--- config.mk ---
export PLATFORM = sky130hd
export DESIGN_NAME = adc_conv_sequencer
export DESIGN_NICKNAME = d
export VERILOG_FILES = /design/src/rtl/adc_conv_sequencer.sv
export SDC_FILE = /design/constraint.sdc
export NUM_CORES = 1
export LEC_CHECK = 0
export CAP_MARGIN = 20
export CORE_MARGIN = 2
export CORE_UTILIZATION = 40
export CTS_CLUSTER_DIAMETER = 40
export DETAILED_ROUTE_END_ITERATION = 8
export PLACE_DENSITY_LB_ADDON = 0.05
export SLEW_MARGIN = 15
export SYNTH_ARGS = -nofsm -noshare
export SYNTH_HDL_FRONTEND = slang
export SYNTH_SLANG_ARGS = --single-unit
--- constraint.sdc ---
create_clock -name clk_100M -period 3.75 [get_ports clk_100M]
set_input_delay 0.75 -clock clk_100M [delete_from_list [all_inputs] [get_ports clk_100M]]
set_output_delay 0.75 -clock clk_100M [all_outputs]
set_load 0.005 [all_outputs]
--- src/rtl/adc_conv_sequencer.sv ---
// ---------------------------------------------------------------------------
// adc_conv_sequencer
//
// Autonomous conversion scheduler for the 8-bit parallel ADC on the 1.8 V
// bank. It keeps the ADC powered down through power-up, then issues periodic
// CONVST pulses. For each pulse it waits for EOC, strobes RD and captures DB.
// Each captured sample is offered to downstream logic on a valid/ready
// interface.
//
// Ports
//   clk_100M      in   100 MHz system clock
//   Reset         in   asynchronous, active-low reset
//   enable        in   1 = run periodic conversions (sampled at each start tick)
//   EOC_18        in   ADC end-of-conversion, active low, asynchronous
//   DB_in         in   ADC parallel data bus
//   CONVST_18     out  ADC convert start, active low
//   RD_18         out  ADC read strobe, active low
//   PD_18         out  ADC power-down control, 0 = powered down
//   sample_data   out  captured sample
//   sample_valid  out  sample_data holds an unconsumed sample
//   sample_ready  in   downstream accepts the sample when valid && ready
//   overrun       out  1-cycle pulse: new sample overwrote an unconsumed one
//   timeout       out  1-cycle pulse: EOC not seen within EOC_TIMEOUT cycles
//   busy          out  1 while a conversion is in progress
// ---------------------------------------------------------------------------
`timescale 1ns/1ps
module adc_conv_sequencer #(
  parameter int PWRUP_CYCLES  = 2000,
  parameter int SAMPLE_PERIOD = 100,
  parameter int CONVST_LOW    = 4,
  parameter int EOC_TIMEOUT   = 64,
  parameter int RD_SETUP      = 2,
  parameter int RD_LOW        = 6,
  parameter int DATA_W        = 8
) (
  input  logic              clk_100M,
  input  logic              Reset,
  input  logic              enable,
  input  logic              EOC_18,
  input  logic [DATA_W-1:0] DB_in,
  output logic              CONVST_18,
  output logic              RD_18,
  output logic              PD_18,
  output logic [DATA_W-1:0] sample_data,
  output logic              sample_valid,
  input  logic              sample_ready,
  output logic              overrun,
  output logic              timeout,
  output logic              busy
);

  localparam int MAX_A   = (PWRUP_CYCLES > EOC_TIMEOUT) ? PWRUP_CYCLES : EOC_TIMEOUT;
  localparam int MAX_B   = (CONVST_LOW > RD_LOW) ? CONVST_LOW : RD_LOW;
  localparam int CNT_MAX = (MAX_A > MAX_B) ? MAX_A : MAX_B;
  localparam int CNT_W   = $clog2(CNT_MAX + 1);
  localparam int PER_W   = $clog2(SAMPLE_PERIOD);

  localparam logic [CNT_W-1:0] PWRUP_LAST  = CNT_W'(PWRUP_CYCLES - 1);
  localparam logic [CNT_W-1:0] CONVST_LAST = CNT_W'(CONVST_LOW - 1);
  localparam logic [CNT_W-1:0] EOC_LAST    = CNT_W'(EOC_TIMEOUT - 1);
  localparam logic [CNT_W-1:0] RD_CAPT     = CNT_W'(RD_SETUP);
  localparam logic [CNT_W-1:0] RD_LAST     = CNT_W'(RD_LOW - 1);
  localparam logic [PER_W-1:0] PER_LAST    = PER_W'(SAMPLE_PERIOD - 1);

  typedef enum logic [2:0] {
    S_PWRUP,
    S_IDLE,
    S_CONVST,
    S_WAIT_EOC,
    S_RD_SET,
    S_RD_HOLD
  } state_t;

  state_t           state, state_nxt;
  logic [CNT_W-1:0] st_cnt, cnt_nxt;
  logic [PER_W-1:0] per_cnt;
  logic             eoc_p0, eoc_p1;
  logic             tick;
  logic             convst_nxt, rd_nxt, pd_nxt, timeout_nxt, capture;

  // Start ticks only exist once power-up is over; the counter sits at 0
  // during PWRUP so the first IDLE cycle is a tick.
  assign tick = (state != S_PWRUP) && (per_cnt == '0);

  always_comb begin
    state_nxt   = state;
    cnt_nxt     = st_cnt + 1'b1;
    convst_nxt  = CONVST_18;
    rd_nxt      = RD_18;
    pd_nxt      = PD_18;
    timeout_nxt = 1'b0;
    capture     = 1'b0;
    case (state)
      S_PWRUP: begin
        pd_nxt = 1'b0;
        if (st_cnt == PWRUP_LAST) begin
          state_nxt = S_IDLE;
          pd_nxt    = 1'b1;
          cnt_nxt   = '0;
        end
      end
      S_IDLE: begin
        cnt_nxt = '0;
        if (tick && enable) begin
          state_nxt  = S_CONVST;
          convst_nxt = 1'b0;
        end
      end
      S_CONVST: begin
        if (st_cnt == CONVST_LAST) begin
          state_nxt  = S_WAIT_EOC;
          convst_nxt = 1'b1;
          cnt_nxt    = '0;
        end
      end
      S_WAIT_EOC: begin
        // A seen EOC wins over a timeout landing on the same cycle.
        if (!eoc_p1) begin
          state_nxt = S_RD_SET;
          rd_nxt    = 1'b0;
          cnt_nxt   = '0;
        end else if (st_cnt == EOC_LAST) begin
          state_nxt   = S_IDLE;
          timeout_nxt = 1'b1;
          cnt_nxt     = '0;
        end
      end
      S_RD_SET: begin
        // st_cnt keeps running into RD_HOLD so it indexes RD-low cycles.
        if (st_cnt == RD_CAPT) begin
          capture = 1'b1;
          if (st_cnt == RD_LAST) begin
            state_nxt = S_IDLE;
            rd_nxt    = 1'b1;
            cnt_nxt   = '0;
          end else begin
            state_nxt = S_RD_HOLD;
          end
        end
      end
      S_RD_HOLD: begin
        if (st_cnt == RD_LAST) begin
          state_nxt = S_IDLE;
          rd_nxt    = 1'b1;
          cnt_nxt   = '0;
        end
      end
      default: begin
        state_nxt = S_PWRUP;
        cnt_nxt   = '0;
      end
    endcase
  end

  // EOC synchroniser and FSM state
  always_ff @(posedge clk_100M or negedge Reset) begin
    if (!Reset) begin
      eoc_p0  <= 1'b1;
      eoc_p1  <= 1'b1;
      state   <= S_PWRUP;
      st_cnt  <= '0;
      per_cnt <= '0;
    end else begin
      eoc_p0 <= EOC_18;
      eoc_p1 <= eoc_p0;
      state  <= state_nxt;
      st_cnt <= cnt_nxt;
      if (state == S_PWRUP) begin
        per_cnt <= '0;
      end else if (per_cnt == PER_LAST) begin
        per_cnt <= '0;
      end else begin
        per_cnt <= per_cnt + 1'b1;
      end
    end
  end

  // Registered pin and sample outputs
  always_ff @(posedge clk_100M or negedge Reset) begin
    if (!Reset) begin
      CONVST_18    <= 1'b1;
      RD_18        <= 1'b1;
      PD_18        <= 1'b0;
      sample_data  <= '0;
      sample_valid <= 1'b0;
      overrun      <= 1'b0;
      timeout      <= 1'b0;
      busy         <= 1'b0;
    end else begin
      CONVST_18 <= convst_nxt;
      RD_18     <= rd_nxt;
      PD_18     <= pd_nxt;
      timeout   <= timeout_nxt;
      busy      <= !(state_nxt inside {S_IDLE, S_PWRUP});
      if (capture) begin
        // A capture on the handshake cycle replaces the consumed sample,
        // so only an unconsumed one counts as overrun.
        sample_data  <= DB_in;
        sample_valid <= 1'b1;
        overrun      <= sample_valid && !sample_ready;
      end else begin
        overrun <= 1'b0;
        if (sample_valid && sample_ready) begin
          sample_valid <= 1'b0;
        end
      end
    end
  end

endmodule

==> results.cfg <==
[outcome]
status = completed

[power_and_ir_drop]
p_leak_nw = 0.963
p_sw_mw = 0.153
switching_share_pct = 19.1
clock_power_share_pct = 43.6
power_frac_comb_pct = 4.2
power.density_nw_per_um2 = 345
p_seq_share_pct = 52.2
vdd_drop_max_uv = 172
intPower_mw = 0.650

[worst_setup_path]
worstSetupEndpointType = flop
crit_fanout = 11
worstPathCellList = ha_1, nand3_4, or4_4, a22oi_4, a21oi_1
crit_type = reg -> reg
critPathSlowestCell = or4_4
worstPathArrival_ns = 2.25
cp.required_ns = 3.88
critPathLaunchType = flop
slowest_delay_ns = 0.55

[sta]
skew_ns = 0.00846
tns_ns = 0
period_needed_ns = 2.11
worst_slew_pin_slew_ns = 0.841
period_share_pct = 56.3
clock.fmax_mhz = 473
grt_setup_unrepaired = no
slew_headroom_pct = 43.9
final_max_slew_viol_count = 0
hold_viol = 0
setup_viol = 0

[synthesis]
yosysSeqAreaShare_pct = 49.5
synth-edff-count = 0
yosys_register_bits = 38
netlist_area_um2 = 1930
synthFlopType = dfrtp_1
netlist_instances = 172
syn_nets = 191
async_flop_share_pct = 100
synth.yosys.warnings = 0
synth_cell_type_count = 46
avgSynthCellArea_um2 = 11.2

[floorplanning]
die-area_um2 = 5400
rows = 25
start_util_pct = 41.1
core-area_um2 = 4690
fp.dieH_um = 73.5
io-pin-count = 28
dieWidth_um = 73.5

[drt]
post_drt_via_cell_ratio = 5.35
routed_wl_um = 3550
vias = 1360
wl_per_cell_um = 14.0
ant_nets = 0
drtPass1Iterations = 6
post-route-drc-count = 0
drt_iter0_drc = 61

[final_layout]
syn2layout_area_growth_pct = 20.5
drive_gt1_share_pct = 19.0
fin_nets = 219
fin_area_um2 = 2330
diodes = 0

[placed_design]
dp_hpwl_um = 2480
port_buffers = 27
gp_congestion = 0.777
place_area_um2 = 2210

[cts]
clk_latency_ns = 0.29
cts_setup_buffers = 0
path_clk_slew_ns = 0.07
htreeDepth = 2
cts-root-buf = clkbuf_8
cts_tree = built
postCtsHoldBufs = 0
ctsResizeCount = 0
cts_buffers = 5
clkSinkCount = 38
cts.path.max_buffers = 2

[flow_run]
cap_violations = 0

[global_routing]
track_usage_pct = 14.9
grt_max_degree = 39
antenna_found_initial = 0
grt_overflow = 0
grt_pass1_wl_um = 6230
grt_pass1_vias = 1360

[worst_hold_path]
hold_path.class = reg -> reg
==> state kept, by name, summed over array words and instances (netlist names) <==
signal        cells
sample_data       8
state             3
st_cnt           11
RD_18             1
PD_18             1
overrun           1
CONVST_18         1
sample_valid      1
eoc_p0            1
busy              1
per_cnt           7
timeout           1
eoc_p1            1
==> power by group through the flow <==
stage	registers, mW	clock network, mW	logic (mW)
finish	0.419	0.350	0.0339
detailed placement	0.427	0	0.0352
CTS	0.419	0.364	0.0352
global route	0.420	0.382	0.0384
floorplan	0.427	0	0.00496
global placement	0.427	0	0.0344
==> worst paths after layout <==
check | start | endpoint | slack [ns] | cells after the start
max | st_cnt[0]$_DFF_PN0_ | st_cnt[6]$_DFF_PN0_ | 1.64 | 5
min | eoc_p0$_DFF_PN1_ | eoc_p1$_DFF_PN1_ | 0.35 | 0
max reg2reg | st_cnt[0]$_DFF_PN0_ | st_cnt[6]$_DFF_PN0_ | 1.64 | 5
min reg2reg | eoc_p0$_DFF_PN1_ | eoc_p1$_DFF_PN1_ | 0.35 | 0
max in group asynchronous | Reset | st_cnt[6]$_DFF_PN0_ | 2.66 | 1
min in group asynchronous | Reset | per_cnt[2]$_DFF_PN0_ | 0.56 | 1
==> cell usage after synthesis (all sizes together) (2+ instances only) <==
| library cell | number | share of area, % |
|---|---|---|
| a21o | 3 | 1.2 |
| a21oi | 14 | 5.6 |
| buf | 5 | 2.3 |
| dfrtp | 34 | 44 |
| dfstp | 4 | 5.4 |
| ha | 6 | 3.9 |
| inv | 10 | 1.9 |
| mux2 | 8 | 4.7 |
| nand2 | 9 | 1.7 |
| nand2b | 2 | 0.65 |
| nand3 | 11 | 3.5 |
| nand3b | 2 | 0.78 |
| nand4 | 2 | 0.65 |
| nor2 | 9 | 1.7 |
| nor3 | 9 | 2.3 |
| nor4 | 2 | 0.97 |
| o21ai | 5 | 1.3 |
| or3b | 2 | 0.91 |
| or4 | 2 | 0.97 |
| or4b | 3 | 1.6 |
| xnor2 | 9 | 4.1 |
| xor2 | 4 | 1.8 |
==> per-stage QoR <==
stage / utilization, % / setup WS, ns / power (mW) / instances / hold WS, ns
3_3_place_gp: 47.2 / 1.41 / 0.461 / 247 / 0.348
5_1_grt: 49.6 / 1.49 / 0.840 / 254 / 0.367
4_1_cts: 49.6 / 1.59 / 0.818 / 254 / 0.360
2_1_floorplan: - / 1.91 / 0.432 / 172 / 0.345
6_report: 49.6 / 1.64 / 0.803 / 254 / 0.351
3_5_place_dp: 47.2 / 1.38 / 0.462 / 247 / 0.348
==> cell type report <==
cell class	instances	area (um^2)
Tap cell	54	67.6
Multi-Input combinational cell	118	888
Sequential cell	38	956
Inverter	10	37.5
Clock buffer	6	82.6
Timing Repair Buffer	27	265
Clock inverter	1	30.0
Fill cell	447	2360
==> metal layers <==
metal / GRT usage (%) / wire, um / vias to the layer above
li1: - / - / 662
met1: 18.5 / 1630 / 667
met2: 24.3 / 1730 / 25
met3: 4.39 / 139 / 6
met4: 6.06 / 57 / 0
met5: 0 / 0 / -
==> kinds of logic (layout without fill, tap and decap cells) <==
family,count (synthesis),after routing,synth area share (%)
flops,38,38,49.5
fa+ha+maj,6,6,3.89
simple gates,62,62,19.8
mux,8,8,4.67
compound gates,29,29,11.8
xor+xnor,13,13,5.90
buf+inv,16,44,4.47
==> cells in the final DEF, fill, tap and decap left out, types with 5 or more instances in the layout <==
cell	count
nand3_1	10
xnor2_1	9
nor2_1	9
clkdlybuf4s50_1	26
nor3_1	9
nand2_1	9
clkbuf_8	6
mux2_2	8
dfrtp_1	34
o21ai_0	5
a21oi_2	10
ha_1	6
inv_1	10
==> worst max-delay path: cells and delay by family (launching register included) <==
kind	cells	cell delay, ns
DFF	1	0.44
AOI/OAI and AO/OA	2	0.63
adders and majority gates	1	0.23
and+or+nand+nor	2	0.67
Note: power is estimated with default switching activity, not from simulation.
